`src/rtl/bpsk_symbol_mapper_pkg.sv`:
```
// Shared definitions for the BPSK transmit mapper and the receive-side sign slicer.
// Both ends import the bit/sign convention from here so they cannot drift apart.
package bpsk_symbol_mapper_pkg;

  typedef enum logic {
    IDLE = 1'b0,
    SEND = 1'b1
  } state_t;

  // Bit value that is sent as -1.0; the slicer reads a set sign bit back as this value.
  localparam logic BIT_FOR_NEG = 1'b1;

  // Widest symbol supported; narrower symbols take the low bits of these.
  localparam int unsigned SYM_MAX_W   = 64;
  localparam logic [SYM_MAX_W-1:0] SYM_POS_MAX = 64'd1;
  localparam logic [SYM_MAX_W-1:0] SYM_NEG_MAX = '1;

  function automatic logic bit_is_negative(input logic tx_bit);
    return tx_bit == BIT_FOR_NEG;
  endfunction

  function automatic logic slice_sign(input logic sign_bit);
    return sign_bit ? BIT_FOR_NEG : ~BIT_FOR_NEG;
  endfunction

endpackage

```
`src/rtl/bpsk_symbol_mapper_bit_map.sv`:
```
// Combinational bit -> two's-complement +/-1.0 symbol; forces zero when not valid.
module bpsk_bit_map
  import bpsk_symbol_mapper_pkg::*;
#(
  parameter int unsigned DATA_OUT_WIDTH = 4
) (
  input  logic                      tx_bit,
  input  logic                      valid,
  output logic [DATA_OUT_WIDTH-1:0] sym_out
);

  localparam logic [DATA_OUT_WIDTH-1:0] SYM_POS = SYM_POS_MAX[DATA_OUT_WIDTH-1:0];
  localparam logic [DATA_OUT_WIDTH-1:0] SYM_NEG = SYM_NEG_MAX[DATA_OUT_WIDTH-1:0];

  always_comb begin
    sym_out = '0;
    if (valid) begin
      sym_out = bit_is_negative(tx_bit) ? SYM_NEG : SYM_POS;
    end
  end

endmodule

```
`src/rtl/bpsk_symbol_mapper.sv`:
```
// Serializes parallel words into BPSK symbols, each held for SPS handshaked samples.
// o_data_ready is combinational from i_sym_ready so back-to-back words stream with no gap.
module bpsk_symbol_mapper
  import bpsk_symbol_mapper_pkg::*;
#(
  parameter int unsigned BYTE_WIDTH     = 8,
  parameter int unsigned DATA_OUT_WIDTH = 4,
  parameter int unsigned SPS            = 4,
  parameter bit          MSB_FIRST      = 1'b1
) (
  input  logic                      i_clk,
  input  logic                      i_rst,
  input  logic [BYTE_WIDTH-1:0]     i_data_in,
  input  logic                      i_data_valid,
  output logic                      o_data_ready,
  output logic [DATA_OUT_WIDTH-1:0] o_sym_out,
  output logic                      o_sym_valid,
  input  logic                      i_sym_ready,
  output logic                      o_busy
);

  localparam int unsigned BIT_CNT_W  = (BYTE_WIDTH > 1) ? $clog2(BYTE_WIDTH) : 1;
  localparam int unsigned SAMP_CNT_W = (SPS > 1) ? $clog2(SPS) : 1;
  localparam logic [BIT_CNT_W-1:0]  BIT_LAST  = BIT_CNT_W'(BYTE_WIDTH - 1);
  localparam logic [SAMP_CNT_W-1:0] SAMP_LAST = SAMP_CNT_W'(SPS - 1);

  state_t                  state;
  logic [BYTE_WIDTH-1:0]   shreg;
  logic [BIT_CNT_W-1:0]    bit_cnt;
  logic [SAMP_CNT_W-1:0]   samp_cnt;

  logic last_bit;
  logic last_samp;
  logic sym_hs;
  logic load;
  logic cur_bit;

  assign last_bit  = (bit_cnt == BIT_LAST);
  assign last_samp = (samp_cnt == SAMP_LAST);
  assign sym_hs    = o_sym_valid & i_sym_ready;

  // Ready is held low during reset even though state already reads IDLE.
  assign o_data_ready = ~i_rst & ((state == IDLE) |
                                  ((state == SEND) & last_bit & last_samp & i_sym_ready));
  assign load = i_data_valid & o_data_ready;

  assign cur_bit     = MSB_FIRST ? shreg[BYTE_WIDTH-1] : shreg[0];
  assign o_sym_valid = (state == SEND);
  assign o_busy      = (state == SEND);

  always_ff @(posedge i_clk or posedge i_rst) begin
    if (i_rst) begin
      state    <= IDLE;
      shreg    <= '0;
      bit_cnt  <= '0;
      samp_cnt <= '0;
    end else begin
      case (state)
        IDLE: begin
          if (load) begin
            shreg    <= i_data_in;
            bit_cnt  <= '0;
            samp_cnt <= '0;
            state    <= SEND;
          end
        end
        SEND: begin
          if (sym_hs) begin
            if (!last_samp) begin
              samp_cnt <= samp_cnt + SAMP_CNT_W'(1);
            end else if (!last_bit) begin
              samp_cnt <= '0;
              bit_cnt  <= bit_cnt + BIT_CNT_W'(1);
              shreg    <= MSB_FIRST ? (shreg << 1) : (shreg >> 1);
            end else begin
              samp_cnt <= '0;
              bit_cnt  <= '0;
              if (load) begin
                shreg <= i_data_in;
                state <= SEND;
              end else begin
                state <= IDLE;
              end
            end
          end
        end
        default: state <= IDLE;
      endcase
    end
  end

  bpsk_bit_map #(
    .DATA_OUT_WIDTH(DATA_OUT_WIDTH)
  ) u_bit_map (
    .tx_bit (cur_bit),
    .valid  (o_sym_valid),
    .sym_out(o_sym_out)
  );

endmodule

```
`config.mk`:
```
export PLATFORM = sky130hd
export DESIGN_NAME = bpsk_symbol_mapper
export DESIGN_NICKNAME = d
export VERILOG_FILES = /design/src/rtl/bpsk_symbol_mapper_pkg.sv /design/src/rtl/bpsk_symbol_mapper_bit_map.sv /design/src/rtl/bpsk_symbol_mapper.sv
export SDC_FILE = /design/constraint.sdc
export NUM_CORES = 1
export LEC_CHECK = 0
export BUFFER_PORTS_ARGS = -buffer_cell sky130_fd_sc_hd__buf_4
export CAP_MARGIN = 20
export CORE_ASPECT_RATIO = 1.1
export CORE_UTILIZATION = 46
export DETAILED_ROUTE_END_ITERATION = 10
export PLACE_DENSITY = 0.8
export REMOVE_ABC_BUFFERS = 1
export SLEW_MARGIN = 15
export SYNTH_ARGS = -nofsm -noshare
export SYNTH_HDL_FRONTEND = slang
export SYNTH_SLANG_ARGS = --single-unit
```
`constraint.sdc`:
```
create_clock -name i_clk -period 1.71 [get_ports i_clk]
set_input_delay 0.171 -clock i_clk [delete_from_list [all_inputs] [get_ports i_clk]]
set_output_delay 0.171 -clock i_clk [all_outputs]
set_load 0.03 [all_outputs]
```
==> results.toml <==
[pwr]
power.share.switching_pct = 34.3
internal_power_uw = 1020
power-per-cell-area_mw_per_mm2 = 1440
power.combinational.fraction_pct = 52.8
power.share.clock_pct = 11.3
switching_power_uw = 534
static-leakage-power_uw = 0.000535
power.share.sequential_pct = 35.9
peakVddDrop_uv = 832

[die]
pin_count = 19
start_util_pct = 50.3
die-height_um = 46.1
fp.dieArea_sq_mm = 0.00194
core_sq_mm = 0.00161
standard_cell_rows = 15
dieWidth_um = 42.1

[clocking]
clkSlewWorstSetupHoldPaths_ns = 0.07
clock_tree_from_tritoncts = "done"
tritoncts_num_sinks = 14
clockRootBuffer = "clkbuf_4"
insertion_delay_ns = 0.27
clock_path_buffers = 2
cts_max_level = 1
number_of_cts_inserted_buffers = 3

[global_routing]
grt_overflow = 0
grt_pass1_vias = 652
grt_start_max_net_pins = 15
groute.usage.overall_pct = 20.9
grt_pass1_wl_mm = 2.90
antenna_found_initial = 0

[sta]
fmax_mhz = 581
timing.final.crit_period_ns = 1.72
setup_slack_ns = -0.0104
setup_violations = 4
relSlewSlack_pct = 79.7
tightest_slew_ns = 0.304
finalClockSkew_ns = 0.000678
final_min_period_over_clock_period_pct = 101
timing.final.max_slew_violations = 0
worst_hold_slack_ns = 0.159
finalHoldViolCount = 0
rsz0062_at_grt = "true"

[synth]
instance_count_of_the_mapped_netlist = 70
yosysWarnings = 0
yosys.area.top_type = "dfrtp_1"
synth.cell_area_sq_um = 812
avgSynthCellArea_sq_um = 11.6
netlist_top_cells_area = "dfrtp_1, mux2_2, mux2_4, ha_1, mux2i_1"
synthDistinctLibCells = 28
synth-seq-area-share_pct = 43.1
yosys_register_bits = 14
yosysTopAreaCellShare_pct = 43.1

[critical_path]
crit_required_ns = 1.87
worst_path_maximum_fanout = 4
timing_worst_setup_path_type = "flop to flop"
crit_path_end = "shreg[2]"
crit_start = "bit_cnt[0]"
worst_path_dominant_cell_family = "multiplexers"
path_depth = 6
timing.critical_path.arrival_ns = 1.88
crit_path_frequent_cell = "mux2_4"
critical_path.max_stage_delay_ns = 0.38
setup.reg_to_reg.worst_slack_ns = -0.01
critPathSlowestCell = "dfrtp_1"
worstSetupStartpointType = "flop"
path_cells = "ha_2 > ha_4 > nand2b_4 > buf_12 > mux2_4 > mux2_4"
r2r.worst_path.cells = 6
timing.rr.start = "bit_cnt[0]"
worstReg2RegEnd = "shreg[2]"
cp_num_buf_inv = 1
worstSetupEndpointType = "flop"

[route]
ant_nets = 0
detail_route.wl_per_cell_um = 14.9
overall_routed_net_length_mm = 1.66
highest_layer = "met4"
met3RoutedLength_um = 71
remaining_drc_errors = 0
route.detailed.vias_per_inst = 5.40
detail_route.first_pass.iterations = 4
dr_wl_met2_um = 826
drtIter0Drc = 3
route.layer.met1.wl_um = 729
vias = 599

[run_status]
violated_checks = "negative setup slack"
outcome = "finished with violations"

[placement]
port-buffer-count = 18
dp_worst_slack_ns = -0.228
dp_hpwl_mm = 1.17
gp_routability_congestion = 0.742

[min_path]
timing.hold.worst.class = "primary input to flop"

[cells_and_area]
antenna-diode-count = 0
area_delta_synth_final_pct = 32.7
share_of_cells_above_drive_strength_1_pct = 52.1
nets = 111

[run]
max_cap_violations = 0
[layout make-up]
type                    count  area [sq um]
clock buffers               3          22.5
repair buffers             27           221
fillers                   125           537
well taps                  17          21.3
multi-input cells          46           447
flip-flops and latches     14           350
inverters                   4          15.0
[stage by stage]
| stage | util, % | instances | TNS (ns) | total power [uW] | instance area [sq um] |
|---|---|---|---|---|---|
| detailed placement | 59.9 | 105 | -1.32 | 1270 | 967 |
| global placement | 59.9 | 105 | -0.901 | 1240 | 967 |
| finish | 66.7 | 111 | -0.0337 | 1560 | 1080 |
| floorplan | - | 64 | -5.34 | 1060 | 766 |
| CTS | 66.2 | 111 | -0.0286 | 1560 | 1070 |
| global route | 66.7 | 111 | -0.253 | 1670 | 1080 |
[worst min-delay path by stage]
stage,start,endpoint,slack [ns],depth (start not counted)
2_1_floorplan,i_rst,bit_cnt[0],0.07,1
3_3_place_gp,i_rst,shreg[4],0.22,3
3_5_place_dp,i_rst,shreg[4],0.23,3
4_1_cts,i_data_in[0],shreg[0],0.16,2
5_1_grt,i_data_in[0],shreg[0],0.15,2
6_report,i_data_in[0],shreg[0],0.16,2
[power by group through the flow]
stage | Sequential (uW) | Combinational [uW] | Clock [uW]
after floorplan | 548 | 510 | 0
after global routing | 575 | 891 | 202
after detailed placement | 557 | 713 | 0
after CTS | 558 | 815 | 184
after global placement | 547 | 688 | 0
final | 559 | 821 | 175
[flip-flops by register name, indices dropped and copies added (netlist names)]
signal,flops
bit_cnt,3
o_busy,1
samp_cnt,2
shreg,8
[cell families after synthesis]
kind of cell	after synthesis	synth area share [%]
muxes	15	22.7
and+or+nand+nor	15	9.86
DFF	14	43.1
AOI/OAI and AO/OA	13	12.2
buffers and inverters	10	7.55
adders and majority gates	3	4.62
[layer usage]
| layer | up-vias | GRT usage (%) |
|---|---|---|
| li1 | 297 | - |
| met1 | 283 | 24.3 |
| met2 | 15 | 36.9 |
| met3 | 4 | 4.31 |
| met4 | 0 | 11.3 |
| met5 | - | 0 |
[cell usage after synthesis]
master    count
mux2_4        5
a31o_2        1
nor2b_1       2
inv_1         4
mux2_2        7
nand4_1       1
or3_1         1
nor3b_1       1
o311a_1       1
buf_6         1
a21oi_4       1
nand2b_1      2
nand2_1       2
o32ai_1       1
nand3_1       1
ha_1          3
a21boi_2      1
nor3_1        1
o21ai_0       5
buf_2         1
mux2i_1       3
a31oi_1       1
nor2_1        3
o21bai_1      1
a21oi_1       1
dfrtp_1      14
and3_1        1
buf_4         4
[worst reg2reg max path: cells and delay by family, from the launching register on]
family / cells / cell delay, ns
mux: 2 / 0.54
flops: 1 / 0.38
fa+ha+maj: 2 / 0.37
simple gates: 1 / 0.17
buf+inv: 1 / 0.14
[cells in the final DEF (no fill, tap or decap), types with 2 or more instances in the layout]
| cell type | netlist | final |
|---|---|---|
| o21ai_0 | 5 | 5 |
| mux2i_1 | 3 | 3 |
| inv_1 | 4 | 4 |
| nand2_1 | 2 | 2 |
| clkbuf_4 | 0 | 3 |
| mux2_2 | 7 | 4 |
| mux2_4 | 5 | 8 |
| buf_4 | 4 | 24 |
| nor2_1 | 3 | 3 |
| dfrtp_1 | 14 | 14 |
[timing repair]
action,4_1_cts,5_1_grt
gates resized for setup,10,2
endpoints found under the hold margin,14,0
buffers inserted,2,0
pin swaps,1,1
hold buffers,1,0
setup endpoints to repair,8,7
No activity file was read; power rests on OpenSTA's default activity.
